## config.mk

```make
export PLATFORM = sky130hd
export DESIGN_NAME = wide_add_sequencer
export DESIGN_NICKNAME = d
export VERILOG_FILES = /design/src/rtl/wide_add_pkg.sv /design/src/rtl/wide_add_limb_sel.sv /design/src/rtl/wide_add_sequencer.sv
export SDC_FILE = /design/constraint.sdc
export NUM_CORES = 1
export LEC_CHECK = 0
export ABC_AREA = 0
export CAP_MARGIN = 20
export CELL_PAD_IN_SITES_DETAIL_PLACEMENT = 1
export CELL_PAD_IN_SITES_GLOBAL_PLACEMENT = 1
export CORE_UTILIZATION = 40
export DETAILED_ROUTE_END_ITERATION = 10
export DONT_BUFFER_PORTS = 1
export GPL_ROUTABILITY_DRIVEN = 0
export PLACE_DENSITY = 0.77
export SLEW_MARGIN = 20
export SYNTH_ARGS = -nofsm -noshare
export SYNTH_HDL_FRONTEND = slang
export SYNTH_SLANG_ARGS = --single-unit
```

## constraint.sdc

```tcl
create_clock -name Clk -period 2.3 [get_ports Clk]
set_clock_uncertainty 0.2 [all_clocks]
set_input_delay 0.69 -clock Clk [delete_from_list [all_inputs] [get_ports Clk]]
set_output_delay 0.69 -clock Clk [all_outputs]
set_load 0.02 [all_outputs]
```

## src/rtl/wide_add_pkg.sv

```systemverilog
// Shared types and helpers for the limb-serial wide adder sequencer.
package wide_add_pkg;
  localparam int LIMB_W    = 32;
  // Upper bound on NLIMBS supported by limb_sel's fixed-width argument.
  localparam int MAX_LIMBS = 64;

  typedef logic [LIMB_W-1:0] limb_t;

  typedef enum logic [1:0] {IDLE, RUN, DONE} state_e;

  function automatic limb_t limb_sel(input logic [MAX_LIMBS*LIMB_W-1:0] vec,
                                     input int unsigned idx);
    limb_sel = '0;
    if (idx < MAX_LIMBS) limb_sel = vec[idx*LIMB_W +: LIMB_W];
  endfunction
endpackage

```

## src/rtl/wide_add_limb_sel.sv

```systemverilog
// Combinational limb picker: limb idx of A and B, with B optionally
// one's-complemented so the external adder can perform subtraction.
module wide_add_limb_sel
  import wide_add_pkg::*;
#(
  parameter int NLIMBS = 4,
  parameter int IDX_W  = $clog2(NLIMBS)
) (
  input  logic [NLIMBS*LIMB_W-1:0] a_vec,
  input  logic [NLIMBS*LIMB_W-1:0] b_vec,
  input  logic [IDX_W-1:0]         idx,
  input  logic                     inv,
  output logic [LIMB_W-1:0]        limb_a,
  output logic [LIMB_W-1:0]        limb_b
);
  localparam int W = NLIMBS*LIMB_W;

  logic [MAX_LIMBS*LIMB_W-1:0] a_ext;
  logic [MAX_LIMBS*LIMB_W-1:0] b_ext;

  always_comb begin
    a_ext         = '0;
    b_ext         = '0;
    a_ext[W-1:0]  = a_vec;
    b_ext[W-1:0]  = b_vec;
    limb_a        = limb_sel(a_ext, 32'(idx));
    limb_b        = limb_sel(b_ext, 32'(idx)) ^ {LIMB_W{inv}};
  end
endmodule

```

## src/rtl/wide_add_sequencer.sv

```systemverilog
// Multi-precision add sequencer: feeds an external 32-bit adder one limb per
// cycle, LS first, chaining carries. Optional subtract via WIDE_ADD_SUB_EN.
module wide_add_sequencer
  import wide_add_pkg::*;
#(
  parameter int NLIMBS = 4
) (
  input  logic                     Clk,
  input  logic                     Rst,
  input  logic                     InValid,
  output logic                     InReady,
  input  logic [NLIMBS*LIMB_W-1:0] OpA,
  input  logic [NLIMBS*LIMB_W-1:0] OpB,
  input  logic                     Cin,
`ifdef WIDE_ADD_SUB_EN
  input  logic                     Sub,
`endif
  output logic [LIMB_W-1:0]        AdderA,
  output logic [LIMB_W-1:0]        AdderB,
  output logic                     AdderCin,
  input  logic [LIMB_W:0]          AdderS,
  output logic                     OutValid,
  input  logic                     OutReady,
  output logic [NLIMBS*LIMB_W-1:0] Sum,
  output logic                     Cout
);
  localparam int W     = NLIMBS*LIMB_W;
  localparam int IDX_W = $clog2(NLIMBS);
  localparam logic [IDX_W-1:0] LAST_IDX = IDX_W'(NLIMBS-1);

  state_e           state_q, state_d;
  logic [IDX_W-1:0] idx_q, idx_d;
  logic             carry_q, carry_d;
  logic [W-1:0]     a_q, a_d;
  logic [W-1:0]     b_q, b_d;
  logic [W-1:0]     sum_q, sum_d;
  logic             cout_q, cout_d;
  logic             inv;
  logic [LIMB_W-1:0] sel_a, sel_b;

`ifdef WIDE_ADD_SUB_EN
  logic sub_q, sub_d;
  assign inv = sub_q;
`else
  assign inv = 1'b0;
`endif

  wide_add_limb_sel #(.NLIMBS(NLIMBS), .IDX_W(IDX_W)) u_limb_sel (
    .a_vec  (a_q),
    .b_vec  (b_q),
    .idx    (idx_q),
    .inv    (inv),
    .limb_a (sel_a),
    .limb_b (sel_b)
  );

  always_comb begin
    state_d  = state_q;
    idx_d    = idx_q;
    carry_d  = carry_q;
    a_d      = a_q;
    b_d      = b_q;
    sum_d    = sum_q;
    cout_d   = cout_q;
`ifdef WIDE_ADD_SUB_EN
    sub_d    = sub_q;
`endif
    InReady  = 1'b0;
    OutValid = 1'b0;
    AdderA   = '0;
    AdderB   = '0;
    AdderCin = 1'b0;
    unique case (state_q)
      IDLE: begin
        InReady = 1'b1;
        if (InValid) begin
          a_d     = OpA;
          b_d     = OpB;
          idx_d   = '0;
          sum_d   = '0;
          cout_d  = 1'b0;
          state_d = RUN;
`ifdef WIDE_ADD_SUB_EN
          sub_d   = Sub;
          // A - B = A + ~B + 1, so the caller's Cin is overridden.
          carry_d = Sub ? 1'b1 : Cin;
`else
          carry_d = Cin;
`endif
        end
      end
      RUN: begin
        AdderA   = sel_a;
        AdderB   = sel_b;
        AdderCin = carry_q;
        sum_d[idx_q*LIMB_W +: LIMB_W] = AdderS[LIMB_W-1:0];
        carry_d  = AdderS[LIMB_W];
        if (idx_q == LAST_IDX) begin
          cout_d  = AdderS[LIMB_W];
          idx_d   = '0;
          state_d = DONE;
        end else begin
          idx_d   = idx_q + IDX_W'(1);
        end
      end
      DONE: begin
        OutValid = 1'b1;
        if (OutReady) state_d = IDLE;
      end
      default: state_d = IDLE;
    endcase
    // Nothing handshakes or drives the adder while reset is asserted.
    if (Rst) begin
      InReady  = 1'b0;
      OutValid = 1'b0;
      AdderA   = '0;
      AdderB   = '0;
      AdderCin = 1'b0;
    end
  end

  always_ff @(posedge Clk) begin
    if (Rst) begin
      state_q <= IDLE;
      idx_q   <= '0;
      carry_q <= 1'b0;
      a_q     <= '0;
      b_q     <= '0;
      sum_q   <= '0;
      cout_q  <= 1'b0;
`ifdef WIDE_ADD_SUB_EN
      sub_q   <= 1'b0;
`endif
    end else begin
      state_q <= state_d;
      idx_q   <= idx_d;
      carry_q <= carry_d;
      a_q     <= a_d;
      b_q     <= b_d;
      sum_q   <= sum_d;
      cout_q  <= cout_d;
`ifdef WIDE_ADD_SUB_EN
      sub_q   <= sub_d;
`endif
    end
  end

  assign Sum  = sum_q;
  assign Cout = cout_q;
endmodule
```

==> results.md <==
* Setup-failing EPs final at 66
* Slew at the pin closest to its max-slew limit at 0.974 ns
* Met2 Use GR at 41.8%
* VDD IR max at 673 uV
* Status: finished, violations left
* Largest net degree at the start of global routing at 289
* Post-Syn Instances at 1640
* Layer carrying the most global-route usage: met2
* Gr usage total at 24.4%
* Failing checks: setup timing
* Worst skew pair latency at 0.55 ns
* Area leader, netlist: dfxtp_1
* Final period util at 127%
* Vias at 12.2k
* Average wire per standard cell at 23.9 um
* # DRC at 0
* CP Class: reg2out
* WP buf/inv at 2
* Ports at 490
* First-pass GRT wire length at 74000 um
* Yosys cell types at 39
* Final core utilization at 47.4%
* Clock tree sinks at 390
* Mapped Area at 15600 sq um
* Syn-to-layout area delta at 15.7%
* Slew headroom at 35.1%
* Clock Path Buffers at 3
* Post-route ant nets at 0
* HP Class: in2reg
* Top cells by area, synth: dfxtp_1, nand2_1, mux4_2
* Die H at 199 um
* Detail Placement HPWL at 34800 um
* Fin nets at 1907
* Seq cells post-synth at 390
* Commonest cells after routing, fill and taps aside: nand2_1, dfxtp_1, a21oi_1, a22o_1, mux4_2
* Vias in the first global route at 12.7k
* Fmax at 0.341 GHz
* H-tree levels at 2
* WL final at 51300 um
* Share of layout cells above drive strength 1 at 16.6%
* Row count at 71
* Cell area after layout at 18000 sq um
* CP delay by family, top: multiplexers
* Antenna violations before repair at 4
* Most common cell after layout, fill and taps aside: nand2_1
* Crit-path slowest cell: mux4_2
* Worst slack, placed at -0.0995 ns
* PortBufs at 0
* Leakage power at 6.67 nW
* Root buf cell: clkbuf_16
* Crit path cell chain: buf_12 -> buf_12 -> mux4_2 -> and3_4
* RSZ-0062 raised after global routing: yes
* CP dominant cell by count: buf_12
* Die Span X at 199 um
* Post-route worst setup slack at -0.629 ns
* Minimum clock period after layout at 2.93 ns
* Total power at 0.0156 W
* CP max stage delay at 0.51 ns
* Setup crit start kind: flop
* Post-synthesis sequential area ratio at 50.1%
* Crit Path Max Fanout at 7
* YS warnings at 0
* CP Data Required Time at 1.41 ns
* Crit end category: primary output
* Core area at 38000 sq um
* Top cell type's share of synthesized area at 50.1%
* Clock buffer count from CTS at 41
* Mean Syn Cell Area at 9.50 sq um
* Final Slew Violations at 0
* Starting DRC count in detailed routing at 518
* Clock Pin Slew Worst Setup and Hold Paths at 0.06 ns
* Power density over the cells at 864 nW/um^2
* Starting Density at 41.0%
* Drt pass-1 iters at 4
* Filler cell count at 4247
* Final Hold Vio Count at 0
* Placed Instance Area at 16300 sq um
* DR vias/cell at 5.67
* GRT met3 Usage at 8.20%
* Die Area at 39700 sq um
* CTS tree: built
* Grt total ovfl at 0
* Arr. time, crit path at 2.04 ns
* Net Count, Synth at 1940
* GR Util met1 at 26.6%
* Max-Cap Viols at 0
## final timing paths
| kind | end | startpoint | slack (ns) | depth (start not counted) |
|---|---|---|---|---|
| max | AdderA[4] | idx_q[0]$_SDFFE_PP0P_ | -0.63 | 4 |
| min | Sum[82]$_SDFFE_PP0P_ | AdderS[18] | 0.05 | 1 |
| max reg2reg | Sum[80]$_SDFFE_PP0P_ | idx_q[0]$_SDFFE_PP0P_ | 0.01 | 9 |
| min reg2reg | b_q[28]$_SDFFE_PP0P_ | b_q[28]$_SDFFE_PP0P_ | 0.25 | 2 |
## final cells by class
cell class	instances	area (sq um)	area share [%]
antenna	3	7.51	0.0417
timing repair buffer	68	1040	5.76
tap	511	639	3.55
clock inverter	12	171	0.951
inverter	5	18.8	0.104
clock buffer	61	1200	6.68
sequential	390	7820	43.4
multi-input combinational	1101	7120	39.5
## layer usage
| metal | routed length (um) | part of all wire, % |
|---|---|---|
| met1 | 18800 | 37 |
| met2 | 25400 | 49 |
| met3 | 4690 | 9.1 |
| met4 | 2410 | 4.7 |
| met5 | 10 | 0.019 |
## logic make-up (layout without fill, tap and decap cells)
group,count (synthesis),count (layout),share of synthesized area (%)
buffers and inverters,149,146,6.26
AO/OA/AOI/OAI,397,397,16.2
AND/OR/NAND/NOR,630,630,17.4
other,0,3,0
adder cells (fa/ha/maj),6,6,0.482
flip-flops,390,390,50.1
multiplexers,68,68,9.54
## repair_timing
item / CTS / global route
buffers inserted: 7 / 4
endpoints found under the hold margin: 11 / 0
endpoints found under the setup margin: 67 / 93
pin swaps: 10 / 3
hold buffers: 1 / 0
resized for setup: 32 / 10
cloned: 2 / 3
## state kept, by name, indices dropped and copies added (netlist names)
signal	flops
b_q	128
idx_q	2
carry_q	1
Cout	1
state_q	2
a_q	128
Sum	128
## cells in the mapped netlist, drive strengths merged
master,instances
and3,65
nand3b,2
a22oi,2
dfxtp,390
o21ai,1
a31oi,1
a22o,128
a221oi,1
and3b,1
nor4,2
o21bai,1
inv,5
mux2,4
nand4bb,1
nor2b,27
and2,1
o22ai,1
nor3,5
nand4b,1
nor4b,1
buf,94
or3b,1
nor2,7
ha,6
nand2,513
nand2b,2
clkbuf,50
a21oi,262
mux4,64
nor3b,1
## per-stage QoR
step | cells | TNS [ns] | hold WS, ns
floorplan | 1640 | -1.12 | 0.233
global placement | 2058 | -1.01 | 0.240
CTS | 2141 | -39.77 | 0.0135
detailed placement | 2058 | -2.16 | 0.246
finish | 2151 | -36.69 | 0.0548
global route | 2151 | -41.92 | 0.0263
## power by group
group / internal (W) / switching, W / total, W / leakage [nW]
clock network: 0.00408 / 0.00277 / 0.00685 / 0.677
registers: 0.00706 / 0.000226 / 0.00729 / 3.19
logic: 0.000631 / 0.000805 / 0.00144 / 2.80
Note: power is estimated with default switching activity, not from simulation.
